File: src/rtl/world_arbiter_if.sv
// Bundle of the two requester ports and the world-memory port that the
// arbiter sits between. The master side is the environment (both
// requesters plus the world memory); the slave side is the arbiter.
interface world_arbiter_if;
    // requester 0 (maze solver)
    logic       req0;
    logic [5:0] row0;
    logic [5:0] col0;
    logic       we0;
    logic       wdata0;
    logic       gnt0;
    logic       rvalid0;

    // requester 1 (result scanner / display walker)
    logic       req1;
    logic [5:0] row1;
    logic [5:0] col1;
    logic       we1;
    logic       wdata1;
    logic       gnt1;
    logic       rvalid1;

    // shared read data back to both requesters
    logic       rdata;

    // world memory port
    logic [5:0] row;
    logic [5:0] col;
    logic       oe;
    logic       we;
    logic       wdata;
    logic       maze_in;

    modport master (
        output req0, row0, col0, we0, wdata0,
        output req1, row1, col1, we1, wdata1,
        output maze_in,
        input  gnt0, gnt1, rvalid0, rvalid1, rdata,
        input  row, col, oe, we, wdata
    );

    modport slave (
        input  req0, row0, col0, we0, wdata0,
        input  req1, row1, col1, we1, wdata1,
        input  maze_in,
        output gnt0, gnt1, rvalid0, rvalid1, rdata,
        output row, col, oe, we, wdata
    );
endinterface

File: src/rtl/world_arbiter.sv
// Round-robin arbiter for the single port of the 64x64 maze world memory.
// Grants are combinational from the current state and requests, so an
// uncontended request is issued in the cycle it appears. Under contention
// the current owner keeps the port for at most BURST consecutive grants.
// Read data comes straight from the world one cycle after the grant; the
// matching rvalid is the grant delayed by one register.
module world_arbiter #(
    parameter int BURST = 4
) (
    input  logic            clk,
    input  logic            rst,
    world_arbiter_if.slave  bus
);

    localparam logic [3:0] BURST_C = 4'(BURST);

    typedef enum logic [1:0] {
        IDLE = 2'd0,
        OWN0 = 2'd1,
        OWN1 = 2'd2
    } state_t;

    state_t     state;
    state_t     state_nxt;
    logic [3:0] cnt;
    logic [3:0] cnt_nxt;
    logic       last;
    logic       last_nxt;
    logic       gnt0_c;
    logic       gnt1_c;
    logic       vld0_p1;
    logic       vld1_p1;

    // Grant count while staying with one owner; it parks at BURST when the
    // owner is alone so a late-arriving competitor is served at once.
    function automatic logic [3:0] sat_inc(input logic [3:0] c);
        return (c < BURST_C) ? c + 4'd1 : BURST_C;
    endfunction

    // State, burst count, tie-break memory and the one-cycle read-valid pipe.
    always_ff @(posedge clk) begin
        if (rst) begin
            state   <= IDLE;
            cnt     <= 4'd0;
            last    <= 1'b1;
            vld0_p1 <= 1'b0;
            vld1_p1 <= 1'b0;
        end else begin
            state   <= state_nxt;
            cnt     <= cnt_nxt;
            last    <= last_nxt;
            vld0_p1 <= gnt0_c & ~bus.we0;
            vld1_p1 <= gnt1_c & ~bus.we1;
        end
    end

    // Grant decision and next state: a lone request always wins; a tie goes
    // to the current owner until its burst is used up, or from IDLE to the
    // requester that was not served last.
    always_comb begin
        gnt0_c    = 1'b0;
        gnt1_c    = 1'b0;
        state_nxt = IDLE;
        cnt_nxt   = 4'd0;
        last_nxt  = last;

        if (bus.req0 && bus.req1) begin
            case (state)
                OWN0: begin
                    if (cnt < BURST_C) gnt0_c = 1'b1;
                    else               gnt1_c = 1'b1;
                end
                OWN1: begin
                    if (cnt < BURST_C) gnt1_c = 1'b1;
                    else               gnt0_c = 1'b1;
                end
                default: begin
                    if (last) gnt0_c = 1'b1;
                    else      gnt1_c = 1'b1;
                end
            endcase
        end else begin
            gnt0_c = bus.req0;
            gnt1_c = bus.req1;
        end

        if (gnt0_c) begin
            state_nxt = OWN0;
            cnt_nxt   = (state == OWN0) ? sat_inc(cnt) : 4'd1;
            last_nxt  = 1'b0;
        end else if (gnt1_c) begin
            state_nxt = OWN1;
            cnt_nxt   = (state == OWN1) ? sat_inc(cnt) : 4'd1;
            last_nxt  = 1'b1;
        end
    end

    // Memory port: steer the granted requester's command, drive zeros when idle.
    always_comb begin
        bus.row   = 6'd0;
        bus.col   = 6'd0;
        bus.wdata = 1'b0;
        bus.we    = 1'b0;
        bus.oe    = 1'b0;
        if (gnt0_c) begin
            bus.row   = bus.row0;
            bus.col   = bus.col0;
            bus.wdata = bus.wdata0;
            bus.we    = bus.we0;
            bus.oe    = ~bus.we0;
        end else if (gnt1_c) begin
            bus.row   = bus.row1;
            bus.col   = bus.col1;
            bus.wdata = bus.wdata1;
            bus.we    = bus.we1;
            bus.oe    = ~bus.we1;
        end
    end

    assign bus.gnt0    = gnt0_c;
    assign bus.gnt1    = gnt1_c;
    assign bus.rvalid0 = vld0_p1;
    assign bus.rvalid1 = vld1_p1;
    assign bus.rdata   = bus.maze_in;

endmodule

File: src/flat_wrapper.sv
// flat-port wrapper written by rule: the top's interface ports become plain ports
module world_arbiter_flat 
#(
    parameter int BURST = 4
)
  (clk, rst, bus_req0, bus_row0, bus_col0, bus_we0, bus_wdata0, bus_req1, bus_row1, bus_col1, bus_we1, bus_wdata1, bus_maze_in, bus_gnt0, bus_gnt1, bus_rvalid0, bus_rvalid1, bus_rdata, bus_row, bus_col, bus_oe, bus_we, bus_wdata);
  world_arbiter_if bus_i ();
  input  logic clk;
  input  logic rst;
  input wire logic [$bits(bus_i.req0)-1:0] bus_req0;
  input wire logic [$bits(bus_i.row0)-1:0] bus_row0;
  input wire logic [$bits(bus_i.col0)-1:0] bus_col0;
  input wire logic [$bits(bus_i.we0)-1:0] bus_we0;
  input wire logic [$bits(bus_i.wdata0)-1:0] bus_wdata0;
  input wire logic [$bits(bus_i.req1)-1:0] bus_req1;
  input wire logic [$bits(bus_i.row1)-1:0] bus_row1;
  input wire logic [$bits(bus_i.col1)-1:0] bus_col1;
  input wire logic [$bits(bus_i.we1)-1:0] bus_we1;
  input wire logic [$bits(bus_i.wdata1)-1:0] bus_wdata1;
  input wire logic [$bits(bus_i.maze_in)-1:0] bus_maze_in;
  output wire logic [$bits(bus_i.gnt0)-1:0] bus_gnt0;
  output wire logic [$bits(bus_i.gnt1)-1:0] bus_gnt1;
  output wire logic [$bits(bus_i.rvalid0)-1:0] bus_rvalid0;
  output wire logic [$bits(bus_i.rvalid1)-1:0] bus_rvalid1;
  output wire logic [$bits(bus_i.rdata)-1:0] bus_rdata;
  output wire logic [$bits(bus_i.row)-1:0] bus_row;
  output wire logic [$bits(bus_i.col)-1:0] bus_col;
  output wire logic [$bits(bus_i.oe)-1:0] bus_oe;
  output wire logic [$bits(bus_i.we)-1:0] bus_we;
  output wire logic [$bits(bus_i.wdata)-1:0] bus_wdata;
  assign bus_i.req0 = bus_req0;
  assign bus_i.row0 = bus_row0;
  assign bus_i.col0 = bus_col0;
  assign bus_i.we0 = bus_we0;
  assign bus_i.wdata0 = bus_wdata0;
  assign bus_i.req1 = bus_req1;
  assign bus_i.row1 = bus_row1;
  assign bus_i.col1 = bus_col1;
  assign bus_i.we1 = bus_we1;
  assign bus_i.wdata1 = bus_wdata1;
  assign bus_i.maze_in = bus_maze_in;
  assign bus_gnt0 = bus_i.gnt0;
  assign bus_gnt1 = bus_i.gnt1;
  assign bus_rvalid0 = bus_i.rvalid0;
  assign bus_rvalid1 = bus_i.rvalid1;
  assign bus_rdata = bus_i.rdata;
  assign bus_row = bus_i.row;
  assign bus_col = bus_i.col;
  assign bus_oe = bus_i.oe;
  assign bus_we = bus_i.we;
  assign bus_wdata = bus_i.wdata;
  world_arbiter #(.BURST(BURST)) u_core (.clk(clk), .rst(rst), .bus(bus_i));
endmodule
File: config.mk
export PLATFORM = sky130hd
export DESIGN_NAME = world_arbiter_flat
export DESIGN_NICKNAME = d
export VERILOG_FILES = /design/src/rtl/world_arbiter_if.sv /design/src/rtl/world_arbiter.sv /design/src/flat_wrapper.sv
export SDC_FILE = /design/constraint.sdc
export NUM_CORES = 1
export LEC_CHECK = 0
export CAP_MARGIN = 40
export CELL_PAD_IN_SITES_DETAIL_PLACEMENT = 0
export CELL_PAD_IN_SITES_GLOBAL_PLACEMENT = 1
export CORE_MARGIN = 4
export CORE_UTILIZATION = 24
export DETAILED_ROUTE_END_ITERATION = 6
export MAX_ROUTING_LAYER = met4
export PLACE_DENSITY_LB_ADDON = 0.1
export SLEW_MARGIN = 15
export SYNTH_ARGS = -nofsm -noshare
export SYNTH_HDL_FRONTEND = slang
export SYNTH_SLANG_ARGS = --single-unit
File: constraint.sdc
create_clock -name clk -period 3.84 [get_ports clk]
set_input_delay 0.576 -clock clk [delete_from_list [all_inputs] [get_ports clk]]
set_output_delay 0.576 -clock clk [all_outputs]
set_load 0.02 [all_outputs]
==> results.md, run 1 <==
* Outcome: completed
* RSZ-0062 raised after global routing: no
* Logic pwr share at 50.8%
* Pleak at 0.475 nW
* Synth unique cells at 33
* Most frequent cells in the layout: 50 x clkdlybuf4s50_1, 14 x a22o_1, 9 x dfxtp_1
* Crit Path Category: reg -> out
* Crit Path Max Fanout at 10
* Net Sw Frac at 33.2%
* Max-cap violations at 0
* Die X at 61.4 um
* Achievable Freq at 312 MHz
* CP Capture Type: output pin
* Hold path start: u_core.last$_SDFFE_PP1P_
* Post-Syn Area at 683 um^2
* Post-CTS repair timing setup buffer count at 0
* WL per Instance at 13.7 um
* Initial antenna violation count at 0
* Type of the worst min-delay path: reg -> reg
* Core area at 0.00273 mm^2
* CTS H-tree lvls at 1
* Final GP Congestion at 0.748
* FF+latch count, synth at 9
* First element of the critical path: u_core.state[0]$_SDFF_PP0_
* Die Y-Extent at 61.4 um
* Sum Neg Setup Slack at 0 ps
* Worst-path clk slew at 60 ps
* Post-DP HPWL at 1770 um
* Initial core utilization at 25.0%
* Die area at 0.00376 mm^2
* Syn Nets at 115
* Internal power at 239 uW
* Seq/Total Area, Yosys at 26.4%
* Routed Wire Length at 2170 um
* Via-per-instance ratio at 4.91
* Origin of the critical flop-to-flop path: u_core.state[0]$_SDFF_PP0_
* Min Tclk post-route at 3200 ps
* Pin count of the biggest net entering global routing at 15
* Clk pwr share at 20.0%
* Sw power at 119 uW
* CTS tree: done
* Share of layout cells above drive strength 1 at 6.30%
* DRC Markers at 0
* Tot GR Track Use at 12.5%
* Initial DRC count at 10
* ANT cells at 0
* Worst Path Required at 3260 ps
* Power Density at 297 mW/mm^2
* CTS root buf: clkbuf_4
* Clock Path Buffers at 2
* Hold Vio Cnt, Final at 0
* Max IR drop VDD at 119 uV
* CTS resizes at 0
* Worst hold margin at 563 ps
* First-pass GRT wire length at 3290 um
* 1st-pass router iterations at 4
* IO buf count at 50
* CTS Sinks at 9
* I/O pin total at 53
* Most common cell after layout, fill and taps aside: clkdlybuf4s50_1
* Via count at 776
* Syn_area_per_cell at 8.76 um^2
* Final Skew at 3.58 ps
* Worst skew pair latency at 260 ps
* Area Growth Syn to Fin at 76.2%
* Final setup vio count at 0
* Period utilisation layout at 83.4%
* Crit path DAT at 2630 ps
* Post-DRT Antenna Nets at 0
* Share of power burned in registers at 29.2%
* Yosys Warn Count at 0
* Number of CTS-inserted buffers at 3
* Slew Limit Fails at 0
* Worst Setup Start Kind: flop
* Final net count at 165
* # hold bufs at CTS at 0
* Grt total ovfl at 0
* Vias in the first global route at 800
* Post-synthesis cell count at 78
* Row cnt at 19
==> cells in the mapped netlist <==
master     number  area [um^2]
a22o_1         14          123
dfxtp_1         9          180
nor3_1          7         35.0
inv_1           5         18.8
ha_1            4         50.1
nand2_1         4         15.0
nor2_1          3         11.3
nor2b_1         3         18.8
a21oi_1         2         10.0
buf_2           2         10.0
nand2b_1        2         12.5
o21ai_0         2         10.0
a2111oi_2       1         15.0
a311o_1         1         10.0
a32oi_1         1         8.76
and2_1          1         6.26
and2_4          1         8.76
and3_1          1         6.26
buf_1           1         3.75
buf_12          1         20.0
buf_4           1         7.51
buf_6           1         11.3
conb_1          1         3.75
nand3b_1        1         7.51
nor3b_1         1         7.51
o211a_1         1         10.0
o211ai_2        1         12.5
o21a_1          1         7.51
o22ai_1         1         6.26
o311a_1         1         10.0
o31a_1          1         8.76
or3_2           1         7.51
or4b_1          1         10.0
==> state kept, by name (all words and copies together), names as in the netlist <==
name                flops
u_core.cnt              4
u_core.last             1
u_core.bus.rvalid1      1
u_core.state            2
u_core.bus.rvalid0      1
==> critical path, stage by stage (launching register included) <==
cell and delay, ps:
dfxtp_1 330, inv_1 60, ha_1 380, nand2b_1 170, o311a_1 420, buf_4 220
a22o_1 220, clkdlybuf4s50_1 550
==> power by group through the flow <==
stage	sequential [mW]	clock (mW)	combinational, mW
3_3_place_gp	0.107	0	0.185
5_1_grt	0.105	0.0818	0.196
2_1_floorplan	0.106	0	0.102
3_5_place_dp	0.107	0	0.183
6_report	0.104	0.0715	0.182
4_1_cts	0.105	0.0752	0.185
==> per-layer routing <==
metal / global-route usage [%] / vias up / wire [um]
li1: - / 391 / -
met1: 13.4 / 352 / 861
met2: 20.1 / 28 / 1100
met3: 3.14 / 5 / 143
met4: 8.18 / 0 / 57
met5: - / - / 0
==> stage by stage <==
| step | setup WS (ps) | std cells | util (%) | area [um^2] | power [mW] |
|---|---|---|---|---|---|
| floorplan | 1470 | 78 | - | 683 | 0.209 |
| global placement | 697 | 154 | 43.1 | 1180 | 0.292 |
| detailed placement | 659 | 154 | 43.1 | 1180 | 0.290 |
| CTS | 599 | 158 | 44.0 | 1200 | 0.365 |
| global route | 518 | 158 | 44.0 | 1200 | 0.383 |
| finish | 639 | 158 | 44.0 | 1200 | 0.358 |
==> kinds of logic after synthesis <==
logic type | count (synthesis) | share of synthesized area, %
compound gates | 27 | 33.9
other cells | 1 | 0.549
simple gates | 26 | 21.4
fa+ha+maj | 4 | 7.33
buf+inv | 11 | 10.4
flops | 9 | 26.4
==> area by class of cell <==
class / count / area, um^2
flip-flops and latches: 9 / 180
inverters: 5 / 18.8
repair buffers: 51 / 508
well taps: 31 / 38.8
multi-input cells: 58 / 432
fillers: 255 / 1530
clock buffers: 4 / 26.3
==> final timing paths <==
| kind | to | slack (ps) | cells after the start |
|---|---|---|---|
| setup / recovery | bus_row[4] | 640 | 7 |
| setup reg to reg | u_core.cnt[1]$_SDFF_PP0_ | 1840 | 7 |
| hold reg to reg | u_core.last$_SDFFE_PP1P_ | 560 | 2 |
| hold / removal | u_core.last$_SDFFE_PP1P_ | 560 | 2 |
No activity file was read; power rests on OpenSTA's default activity.
==> run 2, diff against run 1 <==
--- a/config.mk
+++ b/config.mk
@@ -9,7 +9,7 @@
 export CELL_PAD_IN_SITES_DETAIL_PLACEMENT = 0
 export CELL_PAD_IN_SITES_GLOBAL_PLACEMENT = 1
 export CORE_MARGIN = 4
-export CORE_UTILIZATION = 24
+export CORE_UTILIZATION = 20
 export DETAILED_ROUTE_END_ITERATION = 6
 export MAX_ROUTING_LAYER = met4
 export PLACE_DENSITY_LB_ADDON = 0.1
==> constraint.sdc (replaced) <==
create_clock -name clk -period 2.7 [get_ports clk]
set_input_delay 0.405 -clock clk [delete_from_list [all_inputs] [get_ports clk]]
set_output_delay 0.405 -clock clk [all_outputs]
set_load 0.02 [all_outputs]
==> run 2 against run 1 <==
  * Critical path depth is 2 higher
  * Sequential power is 43% higher
  * Clock skew rose by 6.6 ps
  * Highest routed layer unchanged
==> results.md, run 2 (same netlist as run 1, synthesis figures left out) <==
* Outcome: completed
* Max reg flops at 4 (unchanged)
* IO buf count at 50 (unchanged)
* Grt total ovfl at 0 (unchanged)
* Hold Vio Cnt, Final at 0 (unchanged)
* CTS H-tree lvls at 1 (unchanged)
* CP Capture Type: output pin
* First element of the critical path: u_core.state[0]$_SDFF_PP0_
* Sum Neg Setup Slack at 0 ps (unchanged)
* Final setup vio count at 0 (unchanged)
* Routed Wire Length at 2550 um (+18%)
* I/O pin total at 53 (unchanged)
* Via-per-instance ratio at 4.54 (-7.5%)
* Clock Path Buffers at 2 (unchanged)
* Number of CTS-inserted buffers at 3 (unchanged)
* Area Growth Syn to Fin at 78.8%
* Crit Path Category: reg -> out
* Worst-path clk slew at 60 ps (about the same)
* Worst Path Required at 2300 ps (-960 ps)
* Worst Setup Start Kind: flop
* Post-route cell area at 0.00122 mm^2 (+1.5%)
* Pin count of the biggest net entering global routing at 15 (unchanged)
* Power Density at 422 mW/mm^2 (+42%)
* # hold bufs at CTS at 0 (unchanged)
* Slew Limit Fails at 0 (unchanged)
* Die X at 66.4 um (+8.3%)
* ANT cells at 0 (unchanged)
* DRC Markers at 0 (unchanged)
* Most common cell after layout, fill and taps aside: clkdlybuf4s50_1
* Core area at 0.00315 mm^2 (+15%)
* Final Skew at 10.2 ps (+6.60 ps)
* Max IR drop VDD at 273 uV (+130%)
* Total power at 515 uW (+44%)
* Biggest regs: u_core.cnt: 4 flops, u_core.state: 2 flops
* Pleak at 0.542 nW (+14%)
* Crit Path Max Fanout at 5 (-5)
* Crit path DAT at 2160 ps (-470 ps)
* Final GP Congestion at 0.738 (-1.3%)
* Vias in the first global route at 845 (+5.6%)
* Initial antenna violation count at 0 (unchanged)
* Share of layout cells above drive strength 1 at 23.5% (+17 points)
* Die Y-Extent at 66.4 um (+8.3%)
* Tot GR Track Use at 12.5% (+0.063 points)
* CTS root buf: clkbuf_4
* Post-DRT Antenna Nets at 0 (unchanged)
* First-pass GRT wire length at 4020 um (+22%)
* Max-cap violations at 0 (unchanged)
* Post-CTS repair timing setup buffer count at 0 (unchanged)
* Period utilisation layout at 95.0%
* Type of the worst min-delay path: reg -> reg
* Row cnt at 20 (+1)
* Worst skew pair latency at 270 ps (about the same)
* Initial core utilization at 21.7% (-3.3 points)
* Die area at 0.00441 mm^2 (+17%)
* Via count at 818 (+5.4%)
* Origin of the critical flop-to-flop path: u_core.state[0]$_SDFF_PP0_
* Top reg by flops: u_core.cnt
* Post-DP Area at 0.00125 mm^2 (+6.5%)
* Initial DRC count at 27 (+17)
* Fillers at 360 (+41%)
* Hold path start: u_core.last$_SDFFE_PP1P_
* WL per Instance at 14.2 um (+3.2%)
* CTS tree: done
* Final net count at 174 (+5.5%)
* RSZ-0062 raised after global routing: no
* Achievable Freq at 390 MHz
* 1st-pass router iterations at 4 (unchanged)
* CTS Sinks at 9 (unchanged)
* Post-DP HPWL at 2070 um (+17%)
* Most frequent cells in the layout: 33 x clkdlybuf4s50_1, 14 x a22o_1, 14 x clkbuf_2
* Min Tclk post-route at 2570 ps
## run 2: report_power, final
| group | internal, mW | switching [mW] | total, mW |
|---|---|---|---|
| clock | 0.0572 | 0.0545 | 0.112 |
| sequential | 0.141 | 0.00780 | 0.149 |
| combinational | 0.129 | 0.125 | 0.254 |
| total | 0.327 | 0.187 | 0.515 |
## run 2: worst paths after layout
| kind | slack, ps | to | depth (start not counted) |
|---|---|---|---|
| setup / recovery | 130 | bus_oe | 9 |
| hold / removal | 620 | u_core.last$_SDFFE_PP1P_ | 2 |
| setup reg to reg | 760 | u_core.cnt[0]$_SDFF_PP0_ | 7 |
| hold reg to reg | 620 | u_core.last$_SDFFE_PP1P_ | 2 |
## run 2: final cells by class
| class | instances | area, um^2 | area share, % |
|---|---|---|---|
| timing repair buffer | 59 | 498 | 40.8 |
| multi-input combinational | 59 | 443 | 36.3 |
| sequential | 9 | 180 | 14.8 |
| tap | 44 | 55.1 | 4.51 |
| clock buffer | 4 | 26.3 | 2.15 |
| inverter | 5 | 18.8 | 1.54 |
## run 2: layer usage
metal / GRT usage (%) / vias up / part of all wire (%)
met4: 3.81 / 0 / 1.1
met5: - / - / 0
met1: 14.5 / 380 / 43
met3: 4.25 / 5 / 5.6
met2: 20.3 / 25 / 51
li1: - / 408 / -
## run 2: stage by stage
step | cells | hold WS, ps | utilization [%] | setup slack, ps
final | 180 | 616 | 38.7 | 134
after global routing | 180 | 651 | 38.7 | 21.9
after CTS | 179 | 618 | 40.0 | 10.2
after detailed placement | 175 | 588 | 39.8 | -31.0
after global placement | 175 | 568 | 39.8 | -19.4
after floorplan | 78 | 482 | - | 503
## run 2: timing repair
| action | 4_1_cts | 5_1_grt |
|---|---|---|
| endpoints found under the setup margin | 16 | 15 |
| gates cloned | 0 | 1 |
| resized for setup | 17 | 30 |
| pin swaps | 0 | 1 |
## run 2: critical path: stages (launching register included)
cell           delay [ps]
dfxtp_1               330
inv_1                  60
ha_1                  200
buf_4                 150
o21a_1                100
o311a_1               380
buf_4                 170
inv_1                 100
o22ai_1                80
dlygate4sd2_1         330
==> run 3, diff against run 2 <==
--- a/config.mk
+++ b/config.mk
@@ -9,8 +9,9 @@
 export CELL_PAD_IN_SITES_DETAIL_PLACEMENT = 0
 export CELL_PAD_IN_SITES_GLOBAL_PLACEMENT = 1
 export CORE_MARGIN = 4
-export CORE_UTILIZATION = 20
+export CORE_UTILIZATION = 36
 export DETAILED_ROUTE_END_ITERATION = 6
+export DONT_BUFFER_PORTS = 1
 export MAX_ROUTING_LAYER = met4
 export PLACE_DENSITY_LB_ADDON = 0.1
 export SLEW_MARGIN = 15
==> run 3 against run 2 <==
  * Largest cell class is now multi-input gates
  * Critical endpoint is now bus_col[0]
  * Via count decreased by 27%
  * Hold slack got worse by 400 ps
  * Die area decreased by 40%
==> results.md, run 3 (same netlist as run 1, synthesis figures left out) <==
* Most common cell after layout, fill and taps aside: a22o_1
* CP Capture Type: output pin
* RSZ-0062 raised after global routing: no
* Crit Path Max Fanout at 11 (+6)
* CTS resizes at 0 (-17)
* # hold bufs at CTS at 0 (unchanged)
* Final GP Congestion at 0.795 (+7.8%)
* Grt total ovfl at 0 (unchanged)
* Min Tclk post-route at 2560 ps (-5.81 ps)
* ANT cells at 0 (unchanged)
* Fillers at 205 (-43%)
* Initial antenna violation count at 0 (unchanged)
* Type of the worst min-delay path: in -> reg
* I/O pin total at 53 (unchanged)
* Die area at 0.00266 mm^2 (-40%)
* WL per Instance at 15.8 um (+11%)
* Via count at 596 (-27%)
* Share of layout cells above drive strength 1 at 11.5% (-12 points)
* Die Y-Extent at 51.6 um (-22%)
* Initial DRC count at 13 (-52%)
* 1st-pass router iterations at 3 (-1)
* Total power at 398 uW (-23%)
* Via-per-instance ratio at 5.79 (+27%)
* Area Growth Syn to Fin at 2.93%
* Period utilisation layout at 94.8% (-0.22 points)
* Max-cap violations at 0 (unchanged)
* Worst hold margin at 216 ps (-400 ps)
* Post-DRT Antenna Nets at 0 (unchanged)
* Crit Path Category: reg -> out
* Initial core utilization at 38.7% (+17 points)
* Sum Neg Setup Slack at 0 ps (unchanged)
* Worst Path Required at 2300 ps (about the same)
* Final core occ at 39.9% (+1.1 points)
* Worst skew pair latency at 250 ps (-20 ps)
* Achievable Freq at 391 MHz (+0.23%)
* Crit path DAT at 2160 ps (about the same)
* Routed Wire Length at 1620 um (-36%)
* Pleak at 0.288 nW (-47%)
* Power Density at 566 mW/mm^2 (+34%)
* Hold Vio Cnt, Final at 0 (unchanged)
* Post-CTS repair timing setup buffer count at 0 (unchanged)
* First-pass GRT wire length at 2300 um (-43%)
* Outcome: completed
* Row cnt at 15 (-25%)
* Final Skew at 1.93 ps (-8.24 ps)
* Post-DP HPWL at 1350 um (-35%)
* Core area at 0.00176 mm^2 (-44%)
* Worst-path clk slew at 60 ps (about the same)
* Vias in the first global route at 538 (-36%)
* Clock Path Buffers at 2 (unchanged)
* Pre-CTS setup slack at 419 ps (+450 ps)
* CTS tree: done
* Worst setup margin at 140 ps (+5.81 ps)
* Top reg by flops: u_core.cnt
* Worst Setup Start Kind: flop
* Slew Limit Fails at 0 (unchanged)
* IO buf count at 0 (-100%)
* Final net count at 116 (-33%)
* Most frequent cells in the layout: 14 x a22o_1, 9 x dfxtp_1, 7 x nor3_1
* CTS Sinks at 9 (unchanged)
* Final setup vio count at 0 (unchanged)
* CTS root buf: clkbuf_4
* Max IR drop VDD at 256 uV (-6.2%)
* Max reg flops at 4 (unchanged)
* Number of CTS-inserted buffers at 3 (unchanged)
* CTS H-tree lvls at 1 (unchanged)
* DRC Markers at 0 (unchanged)
* Biggest regs: u_core.cnt: 4 flops, u_core.state: 2 flops
* Die X at 51.6 um (-22%)
* Pin count of the biggest net entering global routing at 15 (unchanged)
* Tot GR Track Use at 11.7% (-0.84 points)
[run 3: changes by cell type in the layout (fill, tap and decap cells not counted)]
cell,previous run,this run
and2_4,2,1
buf_4,9,2
clkbuf_2,14,0
clkdlybuf4s50_1,33,0
dlygate4sd2_1,2,0
dlymetal6s2s_1,1,0
ha_1,3,4
ha_2,1,0
[run 3: worst max-delay path, stage by stage, from the launching register on]
cell and delay [ps]:
dfxtp_1 330, inv_1 60, ha_1 360, nand2b_1 170, o311a_1 410, buf_4 240
a22o_1 330
[run 3: power breakdown]
part           internal [mW]  switching [mW]
combinational         0.0527          0.0954
sequential             0.142         0.00889
clock                 0.0567          0.0426
[run 3: layer usage]
layer  wire (um)  track usage (%)
met1         725             14.4
met2         773             17.8
met3         119             3.15
met4           6             5.24
met5           0                -
[run 3: worst paths after layout]
check	start	end	slack (ps)	cells past startpoint
min	rst	u_core.cnt[0]$_SDFF_PP0_	220	1
min reg2reg	u_core.last$_SDFFE_PP1P_	u_core.last$_SDFFE_PP1P_	580	2
max reg2reg	u_core.state[0]$_SDFF_PP0_	u_core.last$_SDFFE_PP1P_	790	7
max	u_core.state[0]$_SDFF_PP0_	bus_col[0]	140	6
[run 3: metrics by stage]
step,instances,instance area (um^2)
2_1_floorplan,78,683
4_1_cts,103,703
3_5_place_dp,99,677
6_report,103,703
5_1_grt,103,703
3_3_place_gp,99,677
[run 3: layout make-up]
type	instances	area, um^2	share of cell area [%]
multi-input combinational	58	432	61.4
sequential	9	180	25.6
tap	25	31.3	4.45
clock buffer	4	26.3	3.74
inverter	5	18.8	2.67
timing repair buffer	2	15.0	2.14
==> RTL change (config.mk and constraints of run 2) <==
The 3 states of `state_t` get a one-hot encoding in 3 bits.
--- a/src/rtl/world_arbiter.sv
+++ b/src/rtl/world_arbiter.sv
@@ -14,10 +14,10 @@
 
     localparam logic [3:0] BURST_C = 4'(BURST);
 
-    typedef enum logic [1:0] {
-        IDLE = 2'd0,
-        OWN0 = 2'd1,
-        OWN1 = 2'd2
+    typedef enum logic [2:0] {
+        IDLE = 3'b001,
+        OWN0 = 3'b010,
+        OWN1 = 3'b100
     } state_t;
 
     state_t     state;
Behaviour: same outputs for any inputs over 10 cycles, from zero or initial values and one cycle with rst high; not proved beyond that.
==> RTL change against run 2 <==
- routed wire length is 14% lower
- sequential cell count is 1 higher
- design area is 7.8% higher
- register-to-register slack better by 450 ps
- fmax is 0.64% higher
- critical path depth is 4 lower
- synthesized area is 6.0% lower
- sequential power is 9% higher
- global-route usage is 0.37 points lower
- power is 1.1% lower
- worst setup slack better by 16 ps
- die area is 5.3% lower
- critical path type unchanged
- critical endpoint is now bus_gnt0
==> RTL change: results (changes against run 2) <==
metric,value,unit,change
pin count of the biggest net entering global routing,19,,+4
Pre-antenna DRT Iters,5,,+1
syn_nets,100,,-13%
top flop regs,"u_core.cnt: 4 flops, u_core.state: 3 flops",,
placer congestion estimate,0.736,,-0.30%
WP data arrival,2140,ps,-20 ps
Worst path slowest cell,clkdlybuf4s50_1,,
Clock Skews,0.812,ps,-9.36 ps
nets,155,,-11%
layout cells sized above 1,0.167,,-0.0686
status,"complete, no violations",,
Leak,0.000618,uW,+14%
1st-iter DRT viols,43,,+59%
Netlist cell types,30,,-9.1%
vias in the first global route,927,,+9.7%
synth cell count leaders,"a32o_1, dfxtp_1",,
DR WL/cell,13.4,um,-5.3%
Critical Path Max Stage Delay,610,ps,+230 ps
Synth area leaders,"dfxtp_1, a32o_1, nand2b_1, nor2b_1, a21oi_1",,
via count,785,,-4.0%
Post-DP HPWL,1700,um,-18%
total track usage,0.121,,-0.00366
critical path peak fanout,18,,+13
first-pass GRT wire length,3960,um,-1.4%
"Seq/Total Area, Yosys",0.312,,+0.0482
Fillers,319,,-11%
maximum vdd drop,0.000104,V,-62%
sw frac,0.296,,-0.0682
[RTL change: layout make-up]
| class | instances | share of cell area |
|---|---|---|
| Timing Repair Buffer | 56 | 0.451 |
| Multi-Input combinational cell | 46 | 0.317 |
| Sequential cell | 10 | 0.152 |
| Tap cell | 44 | 0.0418 |
| Clock buffer | 4 | 0.0276 |
| Inverter | 4 | 0.0114 |
[RTL change: worst register-to-register path, cell delays in order (launching register included)]
cell	delay, ps
dfxtp_1	360
nor2b_4	160
o21ba_2	250
o221a_1	300
buf_12	160
nor3b_2	150
[RTL change: cells by family after synthesis]
logic type | synth area share
and+or+nand+nor | 0.135
AOI/OAI and AO/OA | 0.413
muxes | 0.0156
other | 0.00584
DFF | 0.312
adders and majority gates | 0.0195
buffers and inverters | 0.0994
[RTL change: worst paths after layout]
kind	start	to	slack (ps)	cells past startpoint
setup / recovery	u_core.state[2]	bus_gnt0	150	5
hold / removal	u_core.cnt[2]	u_core.cnt[2]	530	1
setup reg to reg	u_core.state[2]	u_core.bus.rvalid0	1210	5
hold reg to reg	u_core.cnt[2]	u_core.cnt[2]	530	1
[RTL change: power by group through the flow]
stage          Sequential (uW)  Clock, uW  Combinational (uW)
2_1_floorplan              165          0                 100
6_report                   162        132                 216
5_1_grt                    163        143                 233
3_5_place_dp               163          0                 212
4_1_cts                    161        136                 221
3_3_place_gp               163          0                 213
[RTL change: per-layer routing]
layer	global-route usage	wire, um	up-vias
met4	0.0633	14	0
met1	0.136	925	373
met3	0.0243	146	2
met2	0.204	1110	37
met5	-	0	-
li1	-	-	373
[RTL change: repair_timing]
| item | in CTS | in global routing |
|---|---|---|
| pin swaps | 1 | 0 |
| gates resized for setup | 10 | 13 |
| setup endpoints to repair | 15 | 11 |
| buffers inserted | 1 | 0 |
[RTL change: through the flow]
stage / util / std cells / hold slack, ps / worst slack (ps) / total power (uW)
final: 0.431 / 164 / 527 / 150 / 509
after global routing: 0.431 / 164 / 576 / 54.7 / 539
after CTS: 0.419 / 164 / 531 / 3.00 / 517
after detailed placement: 0.393 / 159 / 515 / 59.2 / 375
after global placement: 0.393 / 159 / 511 / 49.2 / 376
after floorplan: - / 66 / 474 / 780 / 265
